File: src/rtl/spi_rx_deserializer_pkg.sv
// Shared SPI definitions: bit-order encoding, rx FSM state encoding and the
// default word width used by the receive deserializer and its sub-modules.
package spi_pkg;

    localparam logic BIT_ORDER_MSB = 1'b0;
    localparam logic BIT_ORDER_LSB = 1'b1;

    localparam int DEFAULT_DATA_WIDTH = 32;

    typedef enum logic [1:0] {
        RX_IDLE  = 2'd0,
        RX_SHIFT = 2'd1,
        RX_LOAD  = 2'd2
    } rx_state_e;

endpackage

File: src/rtl/spi_rx_deserializer_if.sv
// Valid/ready word interface between the SPI receive deserializer (master)
// and the register-side consumer (slave).
interface spi_rx_deserializer_if
    import spi_pkg::*;
#(
    parameter int DATA_WIDTH = DEFAULT_DATA_WIDTH
);

    logic [DATA_WIDTH-1:0] rx_data;
    logic                  rx_valid;
    logic                  rx_ready;

    modport master (
        output rx_data,
        output rx_valid,
        input  rx_ready
    );

    modport slave (
        input  rx_data,
        input  rx_valid,
        output rx_ready
    );

endinterface

File: src/rtl/spi_rx_shift_reg.sv
// Direction-selectable receive shift register with bit counter.
// word_next is the value the register takes on the current strobe, so the
// parent can capture a finished word on the same edge as the final bit.
module spi_rx_shift_reg
    import spi_pkg::*;
#(
    parameter int DATA_WIDTH = DEFAULT_DATA_WIDTH
) (
    input  logic                  clk,
    input  logic                  rst_n,
    input  logic                  cnt_clr,
    input  logic                  shift_en,
    input  logic                  lsb_first,
    input  logic                  miso,
    output logic [DATA_WIDTH-1:0] word_next,
    output logic                  last_bit,
    output logic                  cnt_nz
);

    localparam int CNT_W = $clog2(DATA_WIDTH);

    logic [DATA_WIDTH-1:0] sr;
    logic [CNT_W-1:0]      cnt;

    // Next shift-register value for the selected bit order.
    always_comb begin
        word_next = lsb_first ? {miso, sr[DATA_WIDTH-1:1]}
                              : {sr[DATA_WIDTH-2:0], miso};
    end

    assign last_bit = (cnt == CNT_W'(DATA_WIDTH - 1));
    assign cnt_nz   = (cnt != '0);

    // Shift on each accepted strobe; counter wraps explicitly so non-power-of-2 widths work.
    always_ff @(posedge clk or negedge rst_n) begin
        if (!rst_n) begin
            sr  <= '0;
            cnt <= '0;
        end else if (cnt_clr) begin
            cnt <= '0;
        end else if (shift_en) begin
            sr  <= word_next;
            cnt <= last_bit ? '0 : cnt + 1'b1;
        end
    end

endmodule

File: src/rtl/spi_rx_deserializer.sv
// SPI receive deserializer: samples MISO on strobes, assembles words in
// MSB- or LSB-first order and presents them through a one-entry valid/ready
// holding register.
// Optional feature macro SPI_RX_OVERRUN_EN: when defined, a word completing
// while the holding register is full is dropped and a sticky overrun flag is
// raised; when undefined, the new word overwrites the held one.
module spi_rx_deserializer
    import spi_pkg::*;
#(
    parameter int DATA_WIDTH = DEFAULT_DATA_WIDTH
) (
    input  logic                  clk,
    input  logic                  rst_n,
    input  logic                  en,
    input  logic                  cs_active,
    input  logic                  sample_stb,
    input  logic                  miso,
    input  logic                  bit_order,
    output logic                  busy,
    output logic                  frame_err,
    output logic                  overrun,
    spi_rx_deserializer_if.master rx_if
);

    rx_state_e state, state_nxt;

    logic                  order_q;
    logic                  order_latch;
    logic                  cnt_clr;
    logic                  shift_en;
    logic                  word_done;
    logic                  load_word;
    logic                  abort_err;
    logic [DATA_WIDTH-1:0] word_next;
    logic                  last_bit;
    logic                  cnt_nz;

    spi_rx_shift_reg #(
        .DATA_WIDTH (DATA_WIDTH)
    ) u_shift (
        .clk       (clk),
        .rst_n     (rst_n),
        .cnt_clr   (cnt_clr),
        .shift_en  (shift_en),
        .lsb_first (order_q == BIT_ORDER_LSB),
        .miso      (miso),
        .word_next (word_next),
        .last_bit  (last_bit),
        .cnt_nz    (cnt_nz)
    );

    // FSM state register.
    always_ff @(posedge clk or negedge rst_n) begin
        if (!rst_n) state <= RX_IDLE;
        else        state <= state_nxt;
    end

    // FSM next state; losing cs/en mid-word takes priority over completing it.
    always_comb begin
        state_nxt = state;
        case (state)
            RX_IDLE: begin
                if (en && cs_active) state_nxt = RX_SHIFT;
            end
            RX_SHIFT: begin
                if (!cs_active || !en)         state_nxt = RX_IDLE;
                else if (sample_stb && last_bit) state_nxt = RX_LOAD;
            end
            RX_LOAD: begin
                state_nxt = (cs_active && en) ? RX_SHIFT : RX_IDLE;
            end
            default: state_nxt = RX_IDLE;
        endcase
    end

    // FSM outputs: strobes only count in SHIFT while the frame is still live.
    always_comb begin
        busy        = 1'b0;
        cnt_clr     = 1'b0;
        order_latch = 1'b0;
        shift_en    = 1'b0;
        word_done   = 1'b0;
        abort_err   = 1'b0;
        case (state)
            RX_IDLE: begin
                cnt_clr     = 1'b1;
                order_latch = en && cs_active;
            end
            RX_SHIFT: begin
                busy = 1'b1;
                if (cs_active && en) begin
                    shift_en  = sample_stb;
                    word_done = sample_stb && last_bit;
                end else begin
                    abort_err = !cs_active && cnt_nz;
                end
            end
            default: ;
        endcase
    end

    // Bit order is frozen for the whole frame once it starts.
    always_ff @(posedge clk or negedge rst_n) begin
        if (!rst_n)           order_q <= BIT_ORDER_MSB;
        else if (order_latch) order_q <= bit_order;
    end

    // Frame error is a single-cycle pulse following a mid-word chip-select drop.
    always_ff @(posedge clk or negedge rst_n) begin
        if (!rst_n) frame_err <= 1'b0;
        else        frame_err <= abort_err;
    end

`ifdef SPI_RX_OVERRUN_EN
    logic hold_blocked;
    assign hold_blocked = rx_if.rx_valid && !rx_if.rx_ready;
    assign load_word    = word_done && !hold_blocked;

    // Sticky overrun: set when a finished word is dropped, cleared by disabling the block.
    always_ff @(posedge clk or negedge rst_n) begin
        if (!rst_n)                         overrun <= 1'b0;
        else if (!en)                       overrun <= 1'b0;
        else if (word_done && hold_blocked) overrun <= 1'b1;
    end
`else
    assign load_word = word_done;
    assign overrun   = 1'b0;
`endif

    // Holding register: load wins over a same-cycle accept so rx_valid stays high.
    always_ff @(posedge clk or negedge rst_n) begin
        if (!rst_n) begin
            rx_if.rx_data  <= '0;
            rx_if.rx_valid <= 1'b0;
        end else if (load_word) begin
            rx_if.rx_data  <= word_next;
            rx_if.rx_valid <= 1'b1;
        end else if (rx_if.rx_valid && rx_if.rx_ready) begin
            rx_if.rx_valid <= 1'b0;
        end
    end

endmodule

File: src/flat_wrapper.sv
// flat-port wrapper written by rule: the top's interface ports become plain ports
module spi_rx_deserializer_flat import spi_pkg::*;
#(
    parameter int DATA_WIDTH = DEFAULT_DATA_WIDTH
)
  (clk, rst_n, en, cs_active, sample_stb, miso, bit_order, busy, frame_err, overrun, rx_if_rx_data, rx_if_rx_valid, rx_if_rx_ready);
  spi_rx_deserializer_if #(.DATA_WIDTH(DATA_WIDTH)) rx_if_i ();
  input  logic clk;
  input  logic rst_n;
  input  logic en;
  input  logic cs_active;
  input  logic sample_stb;
  input  logic miso;
  input  logic bit_order;
  output logic busy;
  output logic frame_err;
  output logic overrun;
  output wire logic [$bits(rx_if_i.rx_data)-1:0] rx_if_rx_data;
  output wire logic [$bits(rx_if_i.rx_valid)-1:0] rx_if_rx_valid;
  input wire logic [$bits(rx_if_i.rx_ready)-1:0] rx_if_rx_ready;
  assign rx_if_rx_data = rx_if_i.rx_data;
  assign rx_if_rx_valid = rx_if_i.rx_valid;
  assign rx_if_i.rx_ready = rx_if_rx_ready;
  spi_rx_deserializer #(.DATA_WIDTH(DATA_WIDTH)) u_core (.clk(clk), .rst_n(rst_n), .en(en), .cs_active(cs_active), .sample_stb(sample_stb), .miso(miso), .bit_order(bit_order), .busy(busy), .frame_err(frame_err), .overrun(overrun), .rx_if(rx_if_i));
endmodule
File: config.mk
export PLATFORM = sky130hd
export DESIGN_NAME = spi_rx_deserializer_flat
export DESIGN_NICKNAME = d
export VERILOG_FILES = /design/src/rtl/spi_rx_deserializer_pkg.sv /design/src/rtl/spi_rx_deserializer_if.sv /design/src/rtl/spi_rx_shift_reg.sv /design/src/rtl/spi_rx_deserializer.sv /design/src/flat_wrapper.sv
export SDC_FILE = /design/constraint.sdc
export NUM_CORES = 1
export LEC_CHECK = 0
export CAP_MARGIN = 10
export CORE_AREA = 2 2 123 125
export DETAILED_ROUTE_END_ITERATION = 12
export DIE_AREA = 0 0 125 127
export PLACE_DENSITY = 0.42
export SETUP_SLACK_MARGIN = 0.2
export SYNTH_ARGS = -nofsm -noshare
export SYNTH_HDL_FRONTEND = slang
export SYNTH_SLANG_ARGS = --single-unit
File: constraint.sdc
create_clock -name clk -period 4 [get_ports clk]
set_clock_uncertainty 0.2 [all_clocks]
set_input_delay 0.8 -clock clk [delete_from_list [all_inputs] [get_ports clk]]
set_output_delay 0.8 -clock clk [all_outputs]
set_load 0.01 [all_outputs]
==> results of run 1 <==
-- cell families after synthesis --
kind of cell | count (synthesis) | synth area share
fa+ha+maj | 3 | 0.0105
buf+inv | 18 | 0.0465
other cells | 1 | 0.00105
mux | 97 | 0.363
simple gates | 23 | 0.0413
flops | 74 | 0.518
compound gates | 10 | 0.0192
-- critical path, delay by kind of cell --
kind	cells	cell delay, ns
buf+inv	1	0.50
mux	1	0.40
simple gates	2	1.10
-- placed cells by master, fill, tap and decap left out, drive strengths merged, types with 2 or more instances in the layout --
cell type / n
mux2: 97
dfrtp: 74
clkdlybuf4s50: 41
clkbuf: 14
nand2: 5
inv: 3
a21o: 3
nand3: 3
ha: 3
and3: 3
nand4b: 2
o211ai: 2
o21ai: 2
buf: 2
and2: 2
-- metrics by stage --
step / hold slack (ns) / setup WS, ns
finish: 0.273 / 1.19
global route: 0.319 / 1.10
CTS: 0.277 / 1.19
detailed placement: 0.271 / 0.830
global placement: 0.270 / 0.880
floorplan: 0.238 / 1.81
-- path summary, 6_finish.rpt --
| kind | startpoint | to | slack (ns) | cells past startpoint |
|---|---|---|---|---|
| hold reg to reg | u_core.state[0]$_DFFE_PN0P_ | u_core.state[0]$_DFFE_PN0P_ | 0.27 | 1 |
| setup / recovery | cs_active | u_core.rx_if.rx_data[22]$_DFFE_PN0P_ | 1.19 | 4 |
| min in group asynchronous | rst_n | u_core.rx_if.rx_data[30]$_DFFE_PN0P_ | 0.43 | 1 |
| setup reg to reg | u_core.u_shift.cnt[0]$_DFFE_PN0P_ | u_core.rx_if.rx_data[22]$_DFFE_PN0P_ | 1.65 | 5 |
| hold / removal | u_core.state[0]$_DFFE_PN0P_ | u_core.state[0]$_DFFE_PN0P_ | 0.27 | 1 |
| max in group asynchronous | rst_n | u_core.rx_if.rx_data[16]$_DFFE_PN0P_ | 2.55 | 1 |
-- area by class of cell --
cell class,count,share of cell area
clock inverter,2,0.00801
inverter,3,0.00257
tap,184,0.0526
timing repair buffer,43,0.0973
clock buffer,14,0.0604
sequential,74,0.423
multi-input combinational,134,0.356
-- metal layers --
layer  track usage  up-vias  wire length [µm]
met1         0.123      943              3430
met4        0.0333        0               119
met5             0        -                 0
met3        0.0281        9               225
li1              -      884                 -
met2         0.127       35              2850
-- registers in the layout, summed over array words and instances, names as in the netlist --
name / cells
u_core.rx_if.rx_valid: 1
u_core.frame_err: 1
u_core.u_shift.sr: 32
u_core.order_q: 1
u_core.rx_if.rx_data: 32
u_core.state: 2
u_core.u_shift.cnt: 5
-- where the power goes --
part / total [W] / switching [W] / internal [W]
clock network: 0.000815 / 0.000298 / 0.000517
logic: 0.0000999 / 0.0000546 / 0.0000452
registers: 0.000767 / 0.00000642 / 0.000760
==> reports/summary.txt, run 1 <==
Result of the run: complete, no violations
Number of search-and-repair iterations in the first detailed-routing pass: 2
Drt first-iter violations: 76
Most common library cells after synthesis: sky130_fd_sc_hd__dfrtp_1 (74), sky130_fd_sc_hd__mux2_4 (55), sky130_fd_sc_hd__mux2_2 (42)
Crit Path Max Fanout: 34
Pin count of the biggest net entering global routing: 75
Data required, critical path: 4.01 ns
Aggregate global-route resource usage: 0.0881
Detail Route Antenna Nets: 0
Antenna fix cells: 0
Dpl cells: 438
DR vias: 1871
Placed wire-length estimate after detailed placement: 4.01 mm
Power Dens Cells: 384 nW/µm²
Final core occ: 0.303
Number of slew-limit violations in the final report: 0
Clk Tree Root Cell: sky130_fd_sc_hd__clkbuf_16
Max Cap Violations: 0
Final net count: 276
Mean instance size in the synthesized netlist: 15.8 µm²
Final count of negative-setup-slack endpoints: 0
Top-area cell type share of the netlist area: 0.518
RSZ-0062 raised after global routing: false
Placer congestion estimate: 0.650
Sequence of cells on the critical path: clkdlybuf4s50_1, and4b_1, and3_4, mux2_2
Sequential cell area fraction in the yosys report: 0.518
Setup CP Type: primary input to register
Leakage power figure: 2.02 nW
Number of synthesized flops with an enable pin: 0
Area added between synthesis and finish: 22.4%
Worst Tran Pin Value: 0.970 ns
Most common cell in the synthesized netlist: sky130_fd_sc_hd__dfrtp_1
Kind of launch point of the worst setup path: primary input
Post-synthesis cell type with the largest combined area: sky130_fd_sc_hd__dfrtp_1
Routed wire per std cell: 14.6 µm
Number of buffers added by the clock tree synthesis step: 9
Count of yosys warnings during synthesis: 0
Multi-input combinational cell area: 1560 µm²
Number of I/O pins: 44
Initial antenna violation count: 0
Non-filler instance count after layout: 454
Post-detailed-route DRC marker count: 0
Prevailing post-synth register cell: sky130_fd_sc_hd__dfrtp_1
WL final: 6.63 mm
Post-Layout Inst Area: 4370 µm²
Post-CTS setup repair buffer count: 0
TritonCTS clock tree: built
Post-route minimum period: 2.81 ns
Number of distinct library cells after synthesis: 32
Share of flip-flops with an asynchronous set or reset after synthesis: 1.00
Synth area leaders: sky130_fd_sc_hd__dfrtp_1 (52%), sky130_fd_sc_hd__mux2_4 (23%), sky130_fd_sc_hd__mux2_2 (13%)
Die Footprint: 15900 µm²
Core area: 14400 µm²
Die Span Y: 127 µm
Final setup TNS: 0 ns
Via/cell ratio: 4.12
Sum of overflow across all layers after global routing: 0
Clock input transition at the sequential cells of the worst setup and hold paths: 0.05 ns
# resized after CTS: 0
Layout fillers: 1471
Design Power: 0.00168 W
Via count of the first global-routing pass: 2027
Critical-path top delay cell: sky130_fd_sc_hd__and3_4
Worst hold-check path type: register to register
Post-synth net total: 237
Number of sinks handled by clock tree synthesis: 74
Netlist area before placement: 3570 µm²
Kind of end point of the critical path: register
Number of hold violations in the final report: 0
Max incr delay on CP: 0.68 ns
Level count of the clock H-tree: 3
Sequential Area: 1850 µm²
Cts hold-fix bufs: 0
Post-synthesis instance total: 226
Horiz. Die Dim: 125 µm
Layout cell share with drive strength beyond 1: 0.426
Post-DP Area: 4080 µm²
PortBufs: 42
Worst IR Drop VDD: 0.000211 V
First-pass GRT wire length: 11.0 mm
Effective utilization at floorplan: 0.248
Standard-cell rows: 44
Insertion delay of the later-clocked pin in the worst-skew pair: 0.33 ns
Worst-case headroom to the max-slew limit: 0.353
Bufs on Longest Clock Path: 2
Upper clock frequency limit: 356 MHz
Critical Path AT: 2.82 ns
Yosys reg bits: 74
Fin crit share: 0.703
No activity file was read; power rests on OpenSTA's default activity.
==> run 2: changes to the inputs <==
--- a/config.mk
+++ b/config.mk
@@ -9,7 +9,7 @@
 export CORE_AREA = 2 2 123 125
 export DETAILED_ROUTE_END_ITERATION = 12
 export DIE_AREA = 0 0 125 127
-export PLACE_DENSITY = 0.42
+export PLACE_DENSITY = 0.43
 export SETUP_SLACK_MARGIN = 0.2
 export SYNTH_ARGS = -nofsm -noshare
 export SYNTH_HDL_FRONTEND = slang
==> constraint.sdc (replaced) <==
create_clock -name clk -period 2.5 [get_ports clk]
set_clock_uncertainty 0.2 [all_clocks]
set_input_delay 0.5 -clock clk [delete_from_list [all_inputs] [get_ports clk]]
set_output_delay 0.5 -clock clk [all_outputs]
set_load 0.01 [all_outputs]
==> reports/summary.txt, run 2 (synthesized netlist as in run 1, its figures left out) <==
PortBufs: 42 (unchanged)
Die Footprint: 15900 µm² (unchanged)
Design Power: 0.00253 W (+51%)
Horiz. Die Dim: 125 µm (unchanged)
Critical Path AT: 1.48 ns (-1.34 ns)
Effective utilization at floorplan: 0.248 (unchanged)
Bufs on Longest Clock Path: 2 (unchanged)
Number of buffers added by the clock tree synthesis step: 9 (unchanged)
Number of I/O pins: 44 (unchanged)
# resized after CTS: 0 (unchanged)
Post-CTS setup repair buffer count: 0 (unchanged)
Worst reg2reg setup slack: 0.42 ns (-1.23 ns)
Internal power component: 0.00199 W (+50%)
Final net count: 285 (+3.3%)
Setup CP Type: register to output port
Worst hold-check path type: register to register
Aggregate global-route resource usage: 0.0910 (+0.00288)
Worst-case headroom to the max-slew limit: 0.649 (+0.296)
Via count of the first global-routing pass: 2068 (+2.0%)
Kind of end point of the critical path: output port
Routed wire per std cell: 14.6 µm (about the same)
Cts hold-fix bufs: 1 (+1)
Standard-cell rows: 44 (unchanged)
TritonCTS clock tree: built
Max Cap Violations: 0 (unchanged)
Sum of overflow across all layers after global routing: 0 (unchanged)
Worst Tran Pin Value: 0.526 ns (-0.444 ns)
Switching share of power: 0.215 (+0.00189)
Number of search-and-repair iterations in the first detailed-routing pass: 4 (+2)
Level count of the clock H-tree: 3 (unchanged)
Kind of launch point of the worst setup path: register
RSZ-0062 raised after global routing: false
Via/cell ratio: 4.13 (+0.17%)
Largest registers: u_core.rx_if.rx_data (32), u_core.u_shift.sr (32), u_core.u_shift.cnt (5)
Pin count of the biggest net entering global routing: 39 (-48%)
Placer congestion estimate: 0.680 (+4.7%)
Clock input transition at the sequential cells of the worst setup and hold paths: 0.05 ns (about the same)
Number of slew-limit violations in the final report: 0 (unchanged)
Worst hold stages: 1 (unchanged)
Die Span Y: 127 µm (unchanged)
Insertion delay of the later-clocked pin in the worst-skew pair: 0.33 ns (about the same)
Crit Path Max Fanout: 4 (-88%)
Result of the run: complete, no violations
Detail Route Antenna Nets: 0 (unchanged)
Number of cell instances on the worst register-to-register path: 6 (+1)
Leakage power figure: 2.06 nW (+1.9%)
Clock network power share: 0.448 (-0.037)
Antenna fix cells: 0 (unchanged)
Worst reg2reg path startpoint: u_core.u_shift.cnt[1]$_DFFE_PN0P_
Post-route minimum period: 2.18 ns
Worst IR Drop VDD: 0.000282 V (+34%)
Terminating pin of the worst hold path: u_core.state[0]$_DFFE_PN0P_
Final setup TNS: 0 ns (unchanged)
First-pass GRT wire length: 11.4 mm (+3.4%)
Fin crit share: 0.873
Power dissipated by switching net loads: 0.000545 W (+52%)
Area added between synthesis and finish: 24.8%
Data required, critical path: 1.80 ns (-2.21 ns)
Number of hold violations in the final report: 0 (unchanged)
Clk Tree Root Cell: sky130_fd_sc_hd__clkbuf_16
Post-detailed-route DRC marker count: 0 (unchanged)
WL final: 6.73 mm (+1.6%)
Core area: 14400 µm² (unchanged)
Initial antenna violation count: 0 (unchanged)
Layout cell share with drive strength beyond 1: 0.433 (+0.00729)
DR vias: 1903 (+1.7%)
Final count of negative-setup-slack endpoints: 0 (unchanged)
Portion of total power attributed to sequential cells: 0.485 (+0.029)
Most frequent cells in the layout: sky130_fd_sc_hd__dfrtp_1 (74), sky130_fd_sc_hd__mux2_4 (55), sky130_fd_sc_hd__mux2_2 (42)
Commonest non-fill, non-tap cell in the layout: sky130_fd_sc_hd__dfrtp_1
Number of sinks handled by clock tree synthesis: 74 (unchanged)
Upper clock frequency limit: 458 MHz
Endpoint of the worst register-to-register path: u_core.rx_if.rx_data[10]$_DFFE_PN0P_
Power Dens Cells: 567 nW/µm² (+48%)
Drt first-iter violations: 99 (+30%)
Placed wire-length estimate after detailed placement: 4.53 mm (+13%)
Worst Hold Launch: u_core.state[0]$_DFFE_PN0P_
Portion of total power attributed to combinational logic: 0.066 (+0.007)
==> run 2: how the worst max path moves through the flow <==
stage                                      start                                    to  depth (start not counted)
2_1_floorplan  u_core.u_shift.cnt[0]$_DFFE_PN0P_   u_core.rx_if.rx_data[0]$_DFFE_PN0P_                          7
3_3_place_gp                           cs_active  u_core.rx_if.rx_data[10]$_DFFE_PN0P_                          5
3_5_place_dp                           cs_active  u_core.rx_if.rx_data[11]$_DFFE_PN0P_                          5
4_1_cts              u_core.state[1]$_DFFE_PN0P_                                  busy                          2
5_1_grt              u_core.state[1]$_DFFE_PN0P_                                  busy                          2
6_report             u_core.state[1]$_DFFE_PN0P_                                  busy                          2
==> run 2: critical path: stages (launching register included) <==
cell                              delay [ns]
sky130_fd_sc_hd__dfrtp_1                0.40
sky130_fd_sc_hd__and2b_1                0.22
sky130_fd_sc_hd__clkdlybuf4s50_1        0.54
==> run 2: routing by layer <==
metal  GRT usage  wire length (µm)  up-vias
li1            -                 -      895
met1       0.122              3330      966
met2       0.141              3070       33
met3      0.0276               214        9
met4      0.0314               112        0
met5           0                 0        -
==> run 2: power groups by stage <==
| stage | Sequential, W | Clock, W | Combinational (W) |
|---|---|---|---|
| after global placement | 0.00125 | 0 | 0.000173 |
| final | 0.00123 | 0.00113 | 0.000168 |
| after global routing | 0.00123 | 0.00124 | 0.000185 |
| after detailed placement | 0.00125 | 0 | 0.000171 |
| after CTS | 0.00123 | 0.00119 | 0.000173 |
| after floorplan | 0.00124 | 0 | 0.000110 |
==> run 2: final cells by class <==
class	instances	area [µm²]
clock buffer	14	254
fill	1447	9960
inverter	3	11.3
multi-input combinational	134	1560
sequential	74	1850
tap	184	230
timing repair buffer	52	558
==> run 2: metrics by stage <==
stage | util | hold slack [ns] | cell area, µm² | instances | setup WS (ns)
6_report | 0.309 | 0.277 | 4460 | 461 | 0.318
5_1_grt | 0.309 | 0.302 | 4460 | 461 | 0.269
4_1_cts | 0.309 | 0.273 | 4460 | 461 | 0.302
3_5_place_dp | 0.291 | 0.266 | 4200 | 446 | 0.139
3_3_place_gp | 0.291 | 0.257 | 4200 | 446 | 0.152
2_1_floorplan | - | 0.00441 | 3570 | 226 | 0.484
==> patch: new RTL, flow settings as in run 2 <==
Change the package constant `DEFAULT_DATA_WIDTH` from 32 to 16.
--- a/src/rtl/spi_rx_deserializer_pkg.sv
+++ b/src/rtl/spi_rx_deserializer_pkg.sv
@@ -5,7 +5,7 @@
     localparam logic BIT_ORDER_MSB = 1'b0;
     localparam logic BIT_ORDER_LSB = 1'b1;
 
-    localparam int DEFAULT_DATA_WIDTH = 32;
+    localparam int DEFAULT_DATA_WIDTH = 16;
 
     typedef enum logic [1:0] {
         RX_IDLE  = 2'd0,
Ports: changed (resized rx_if_rx_data); port bits go from 44 to 28. No check against the original RTL was run, so the function may have changed too.
==> patch against run 2 <==
Sequential cell count is 33 lower. Cell area fell by 44%. Synthesized area shrank 47%. Maximum frequency down 0.11%. Routed wire length fell by 42%. Setup slack worse by 0.0023 ns. Power down 43%.
==> patch: results (changes against run 2) <==
period_share: 0.874  # +0.000935
gp_congestion: 0.654  # -3.8%
worstMarginPinSlew_ns: 0.710  # +0.183 ns
wl_met2_um: 2000  # -35%
vias: 1108  # -42%
synth_cells: 133  # -41%
grt_pass1_vias: 1245  # -40%
top_regs: "u_core.rx_if.rx_data: 16 flops, u_core.u_shift.sr: 16 flops, u_core.u_shift.cnt: 4 flops"
outcome: "finished, final reports clean"
place_hpwl_um: 2690  # -41%
fin_nets: 171  # -40%
powerClk_mw: 0.623  # -45%
grt.total_usage: 0.0520  # -0.0390
grt.met1_usage: 0.0615  # -0.0600
multi_input_cells: 80  # -40%
placed_area_um2: 2350  # -44%
clock_latency_ns: 0.27  # -0.06 ns
wl_per_cell_um: 11.4  # -22%
grt_pass1_wl_um: 6600  # -42%
netlist_top_cells_area: "dfrtp_1, mux2_2, mux2_4, o21ai_0, ha_1"
grt_util_met3: 0.0134  # -0.0142
numPortBuffers: 26  # -38%
seq_power_mw: 0.713  # -42%
clk_share: 0.0573  # +0.000331
wl_met1_um: 1730  # -48%
met2_usage: 0.0882  # -0.0527
dp_slack_ns: 0.125  # -0.0140 ns
wl_met3_um: 94  # -56%
dp.cells: 338  # -24%
switching_share: 0.210  # -0.00535
initialDrtViolationCount: 41  # -59%
nNonClkBuffers: 29  # -44%
p_int_mw: 1.14  # -43%
grt_start_max_net_pins: 42  # +7.7%
viasPerCell: 3.21  # -22%
synth.net_count: 143  # -40%
synth_commonest_cells: "dfrtp_1, mux2_2, mux2_4"
num-clock-buffers: 7  # -7
p_leak_nw: 1.13  # -45%
inverters: 4  # +1
vdd_ir_drop_max_v: 0.000262  # -7.1%
cts_buffers: 5  # -4
netlist-cell-type-count: 28  # -13%
drive_gt1_frac: 0.379  # -0.0543
[patch: worst paths after layout]
| path | from | cells after the start | slack [ns] | to |
|---|---|---|---|---|
| max | u_core.state[1] | 2 | 0.32 | busy |
| min | rst_n | 2 | 0.1 | u_core.rx_if.rx_data[7] |
| max reg2reg | u_core.state[1] | 3 | 0.63 | u_core.u_shift.sr[10] |
| min reg2reg | u_core.rx_if.rx_data[0] | 1 | 0.30 | u_core.rx_if.rx_data[0] |
| max in group asynchronous | rst_n | 2 | 1.64 | u_core.u_shift.cnt[0] |
| min in group clk | u_core.rx_if.rx_data[0] | 1 | 0.30 | u_core.rx_if.rx_data[0] |
[patch: kinds of logic after synthesis]
kind of cell,synth area share
multiplexers,0.310
flip-flops,0.538
AND/OR/NAND/NOR,0.0603
buffers and inverters,0.0433
AO/OA/AOI/OAI,0.0334
adder cells (fa/ha/maj),0.0131
other,0.00197
[patch: critical path, cell delays in order (launching register included)]
cell and delay (ns):
dfrtp_1 0.45, and2b_1 0.23, clkdlybuf4s50_1 0.53
